### config.mk
export PLATFORM = sky130hd
export DESIGN_NAME = slc3_input_conditioner
export DESIGN_NICKNAME = d
export VERILOG_FILES = /design/src/rtl/slc3_input_conditioner.sv
export SDC_FILE = /design/constraint.sdc
export NUM_CORES = 1
export LEC_CHECK = 0
export CORE_ASPECT_RATIO = 1.75
export CORE_UTILIZATION = 45
export DETAILED_ROUTE_END_ITERATION = 10
export PLACE_DENSITY = 0.69
export SYNTH_ARGS = -nofsm -noshare
export SYNTH_HDL_FRONTEND = slang
export SYNTH_SLANG_ARGS = --single-unit
### constraint.sdc
create_clock -name Clk -period 1.7 [get_ports Clk]
set_input_delay 0.34 -clock Clk [delete_from_list [all_inputs] [get_ports Clk]]
set_output_delay 0.34 -clock Clk [all_outputs]
set_load 0.02 [all_outputs]
### src/rtl/slc3_input_conditioner.sv
`default_nettype none
// ============================================================================
// slc3_input_conditioner
//   Synchronizes SLC-3 switches; synchronizes, debounces and edge-detects the
//   active-low Run / Continue buttons.
//   Rev 1.0
// ============================================================================
module slc3_input_conditioner #(
  parameter int DEBOUNCE_CYCLES = 50000
) (
  input  logic       Clk,
  input  logic       Reset_n,
  input  logic       Run_btn,
  input  logic       Continue_btn,
  input  logic [9:0] SW_raw,
  output logic       Run_level,
  output logic       Continue_level,
  output logic       Run_pulse,
  output logic       Continue_pulse,
  output logic [9:0] SW_sync
);

  localparam int             CNT_W    = $clog2(DEBOUNCE_CYCLES + 1);
  localparam logic [CNT_W-1:0] CNT_LAST = CNT_W'(DEBOUNCE_CYCLES - 1);

  logic [1:0] btn_raw;
  logic [1:0] level_w;
  logic [1:0] pulse_w;
  logic [9:0] sw_meta_q;
  logic [9:0] sw_sync_q;

  assign btn_raw = {Continue_btn, Run_btn};

  always_ff @(posedge Clk or negedge Reset_n) begin
    if (!Reset_n) begin
      sw_meta_q <= '0;
      sw_sync_q <= '0;
    end else begin
      sw_meta_q <= SW_raw;
      sw_sync_q <= sw_meta_q;
    end
  end

  // Index 0 = Run, index 1 = Continue; buttons are handled in the raw
  // active-low polarity until the level output is formed.
  for (genvar i = 0; i < 2; i++) begin : g_btn
    logic             meta_q;
    logic             sync_q;
    logic             stable_q;
    logic             stable_d;
    logic             pulse_q;
    logic             pulse_d;
    logic [CNT_W-1:0] cnt_q;
    logic [CNT_W-1:0] cnt_d;

    always_comb begin
      stable_d = stable_q;
      cnt_d    = '0;
      if (sync_q != stable_q) begin
        if (cnt_q == CNT_LAST) begin
          stable_d = sync_q;
        end else begin
          cnt_d = cnt_q + 1'b1;
        end
      end
      // Press = stable moving from released (1) to pressed (0).
      pulse_d = stable_q & ~stable_d;
    end

    always_ff @(posedge Clk or negedge Reset_n) begin
      if (!Reset_n) begin
        meta_q   <= 1'b1;
        sync_q   <= 1'b1;
        stable_q <= 1'b1;
        cnt_q    <= '0;
        pulse_q  <= 1'b0;
      end else begin
        meta_q   <= btn_raw[i];
        sync_q   <= meta_q;
        stable_q <= stable_d;
        cnt_q    <= cnt_d;
        pulse_q  <= pulse_d;
      end
    end

    assign level_w[i] = ~stable_q;
    assign pulse_w[i] = pulse_q;
  end

  assign Run_level      = level_w[0];
  assign Continue_level = level_w[1];
  assign Run_pulse      = pulse_w[0];
  assign Continue_pulse = pulse_w[1];
  assign SW_sync        = sw_sync_q;

endmodule
`default_nettype wire

==> PnR_summary.wiki <==
{| class="wikitable"
! Metric !! Value
|-
| Run status || completed
|-
| Final critical delay including setup and external delays || 1.62 ns
|-
| Cell count after synthesis || slightly below 200
|-
| Worst Hold Slack || roughly 0.35 ns
|-
| Switching fraction of total power || 0.204
|-
| Worst Setup Path Type || reg -> reg
|-
| Pwr dens || a little over 1000 nW/um2
|-
| Share of post-route cells with drive strength above 1 || 0.152
|-
| Max Clk Rate || a little over 600 MHz
|-
| Share of power burned in registers || 0.485
|-
| CP Data Arrival Time || roughly 1.8 ns
|-
| DP Worst Slack || between 0.03 and 0.04 ns
|-
| Detail-routed net length per standard cell || 13.5 um
|-
| Count of pins on the block boundary || 28
|-
| Routed length on met1 || roughly 1500 um
|-
| Proportion of register bits with asynchronous set or reset after synthesis || 1.00
|-
| Placer Congestion || about 0.76
|-
| Proportion of power drawn by the clock network || 0.467
|-
| Data required time of the worst path || about 1.9 ns
|-
| Final setup violation count || 0
|-
| Overall fraction of global-route tracks in use || 0.175
|-
| Number of buffers created by CTS || 9
|-
| Total length of routed wires || between 4000 and 5000 um
|-
| Final hold viol count || 0
|-
| Yosys warning total || 0
|-
| Critical Path Sink Type || flip-flop
|-
| FF+latch count, synth || 60
|-
| Initial Utilization || 0.469
|-
| CORE AREA || ~5000 um2
|-
| FP Rows || 34
|-
| Worst setup skew after layout || 0.00728 ns
|-
| Initial antenna violation count || 0
|-
| Leak pwr || roughly 0.0012 uW
|-
| Latest clock arrival within the worst-skew pair || 0.33 ns
|-
| Number of routed nets with antenna violations || 0
|-
| Total nets after synthesis || about 210
|-
| CTS H-Tree Depth || 3
|-
| Number of synthesized flops with an enable pin || 0
|-
| First-pass iteration count of the detailed router || 4
|-
| Worst slew margin relative to its limit || 0.718
|-
| DIE HEIGHT || around 97 um
|-
| Full die area || roughly 5500 um2
|-
| Pwr Total || 3070 uW
|-
| Internal Dissipation || 2450 uW
|-
| Violation count after the first detailed-route iteration || 47
|-
| Synth Cell Area || roughly 2300 um2
|-
| Worst setup slack after layout || 0.0758 ns
|-
| Via density per instance || around 5.2
|-
| Switching power || 626 uW
|-
| CTS sink cnt || 60
|-
| Number of fill cells in the layout || 408
|-
| Post-DP HPWL || just under 3000 um
|-
| Combined area of the multi-input logic cells || slightly below 800 um2
|-
| Post-route setup TNS || 0 ns
|-
| RSZ-0062 raised after global routing || true
|-
| Average footprint of a synthesized cell || around 12 um2
|-
| Routed wire length on met3 || between 100 and 150 um
|-
| Fraction of the yosys area taken by sequential cells || 0.647
|-
| Length of routed met2 wiring || around 2400 um
|-
| Clock tree from TritonCTS || done
|-
| Buffer levels on the longest clock path || 2
|-
| Antenna fix cells || 0
|-
| Die outline width || ~56 um
|-
| Clock slew at reported path FFs || about 0.070 ns
|-
| Final Net Count || ~260
|-
| Layout-stage area growth over the synthesis result || 28.3%
|-
| Highest routed metal layer || met4
|-
| Maximum number of pins on one net before global-route repair || 31
|-
| Worst min-delay path category || reg -> reg
|-
| Final clock period utilization by the worst path || 0.955
|-
| Vias in the first global route || around 1700
|-
| Number of pins with negative max-slew slack in the final report || 0
|-
| Worst Path Max Fanout || 5
|-
| Via count || 1569
|-
| Finished Core Util || 0.601
|-
| Part of the total power dissipated in combinational logic || 0.048
|-
| Sort of element at the start of the critical path || flip-flop
|-
| Drc violations || 0
|-
| First-pass GRT wire length || a little over 7000 um
|-
| IO buf count || 27
|-
| Combined flip-flop and latch cell area || 1510 um2
|-
| Count of maximum capacitance violations || 0
|-
| Overflow left after global routing || 0
|-
| Transition time at the pin with the least slew margin || 0.423 ns
|-
| Count of different cell masters after synthesis || 20
|-
| Top flip-flop cell by instance count after synthesis || sky130_fd_sc_hd__dfrtp_1
|-
| Buffer cell driving the clock tree root || sky130_fd_sc_hd__clkbuf_8
|-
| Worst ir drop on vdd || ~0.90 mV
|}
stage by stage:
step | area, um2 | std cells
floorplan | 2330 | 196
global placement | 2740 | 286
detailed placement | 2740 | 286
CTS | 2980 | 303
global route | 2990 | 304
finish | 2990 | 304
synth_stat cells (2+ instances only):
cell	n	area share
sky130_fd_sc_hd__nand3_1	12	0.026
sky130_fd_sc_hd__nand2_1	8	0.013
sky130_fd_sc_hd__dfrtp_1	54	0.58
sky130_fd_sc_hd__mux2_2	2	0.0097
sky130_fd_sc_hd__and3_1	2	0.0054
sky130_fd_sc_hd__nor4bb_1	2	0.0086
sky130_fd_sc_hd__inv_1	9	0.014
sky130_fd_sc_hd__nor3_1	9	0.019
sky130_fd_sc_hd__xor2_1	6	0.023
sky130_fd_sc_hd__ha_1	2	0.011
sky130_fd_sc_hd__nor2_1	37	0.060
sky130_fd_sc_hd__nor4_1	10	0.027
sky130_fd_sc_hd__dfstp_2	6	0.068
sky130_fd_sc_hd__xnor2_1	24	0.090
sky130_fd_sc_hd__nand4_1	8	0.021
cell families (layout without fill, tap and decap cells):
group / Yosys count / after routing / share of synthesized area
mux: 2 / 2 / 0.00966
buf+inv: 11 / 65 / 0.0215
flops: 60 / 60 / 0.647
fa+ha+maj: 2 / 2 / 0.0107
simple gates: 90 / 90 / 0.187
xor+xnor: 30 / 30 / 0.113
compound gates: 1 / 1 / 0.0118
worst paths after layout:
kind	start	slack (ns)	depth (start not counted)	to
setup reg to reg	g_btn[1].cnt_q[0]	0.08	5	g_btn[1].cnt_q[12]
hold / removal	sw_meta_q[3]	0.35	0	SW_sync[3]
setup / recovery	g_btn[1].cnt_q[0]	0.08	5	g_btn[1].cnt_q[12]
hold reg to reg	sw_meta_q[3]	0.35	0	SW_sync[3]
min in group asynchronous	Reset_n	0.49	2	SW_sync[8]
max in group asynchronous	Reset_n	0.61	3	g_btn[0].stable_q
worst max-delay path, stage by stage (launching register included):
cell,delay (ns)
sky130_fd_sc_hd__dfrtp_1,0.39
sky130_fd_sc_hd__ha_1,0.21
sky130_fd_sc_hd__nand4_1,0.22
sky130_fd_sc_hd__nor4_1,0.46
sky130_fd_sc_hd__xnor2_1,0.18
sky130_fd_sc_hd__nor2_1,0.06
repair_timing:
item	4_1_cts	5_1_grt
setup endpoints to repair	2	30
resized for setup	2	1
endpoints found under the hold margin	17	0
setup buffers	0	1
hold buffers	1	0
pin swaps	0	2
cell type report:
class                           instances  share of cell area
Timing Repair Buffer                   40               0.125
Clock inverter                          4              0.0242
Multi-Input combinational cell        125               0.260
Tap cell                               54              0.0226
Sequential cell                        60               0.504
Inverter                                9              0.0113
Clock buffer                           12              0.0518
power by group through the flow:
| stage | combinational (uW) | clock [uW] | sequential (uW) |
|---|---|---|---|
| finish | 147 | 1430 | 1490 |
| detailed placement | 149 | 0 | 1520 |
| floorplan | 32.6 | 0 | 1530 |
| CTS | 151 | 1480 | 1490 |
| global placement | 147 | 0 | 1520 |
| global route | 163 | 1540 | 1500 |
layer usage:
layer  up-vias  global-route usage
met1       776               0.163
met3        12              0.0599
li1        756                   -
met4         0              0.0976
met5         -                   0
met2        25               0.317
placed cells by master, fill, tap and decap left out, types with 2 or more instances in the layout:
master                            instances
sky130_fd_sc_hd__dfrtp_1                 54
sky130_fd_sc_hd__clkbuf_8                11
sky130_fd_sc_hd__nand4_1                  8
sky130_fd_sc_hd__dlygate4sd2_1            2
sky130_fd_sc_hd__dfstp_2                  6
sky130_fd_sc_hd__xnor2_1                 24
sky130_fd_sc_hd__nor2_1                  37
sky130_fd_sc_hd__nor4bb_1                 2
sky130_fd_sc_hd__nor4_1                   9
sky130_fd_sc_hd__xor2_1                   6
sky130_fd_sc_hd__nor3_1                   9
sky130_fd_sc_hd__and3_1                   2
sky130_fd_sc_hd__mux2_2                   2
sky130_fd_sc_hd__ha_1                     2
sky130_fd_sc_hd__bufinv_16                2
sky130_fd_sc_hd__buf_4                   11
sky130_fd_sc_hd__inv_1                    9
sky130_fd_sc_hd__nand3_1                 12
sky130_fd_sc_hd__nand2_1                  8
sky130_fd_sc_hd__clkdlybuf4s50_1         24
registers in the layout, indices dropped and copies added, names as in the netlist:
signal,cells
SW_sync,10
g_btn.cnt_q,32
g_btn.sync_q,2
Run_pulse,1
sw_meta_q,10
g_btn.stable_q,2
Continue_pulse,1
g_btn.meta_q,2
No activity file was read; power rests on OpenSTA's default activity.
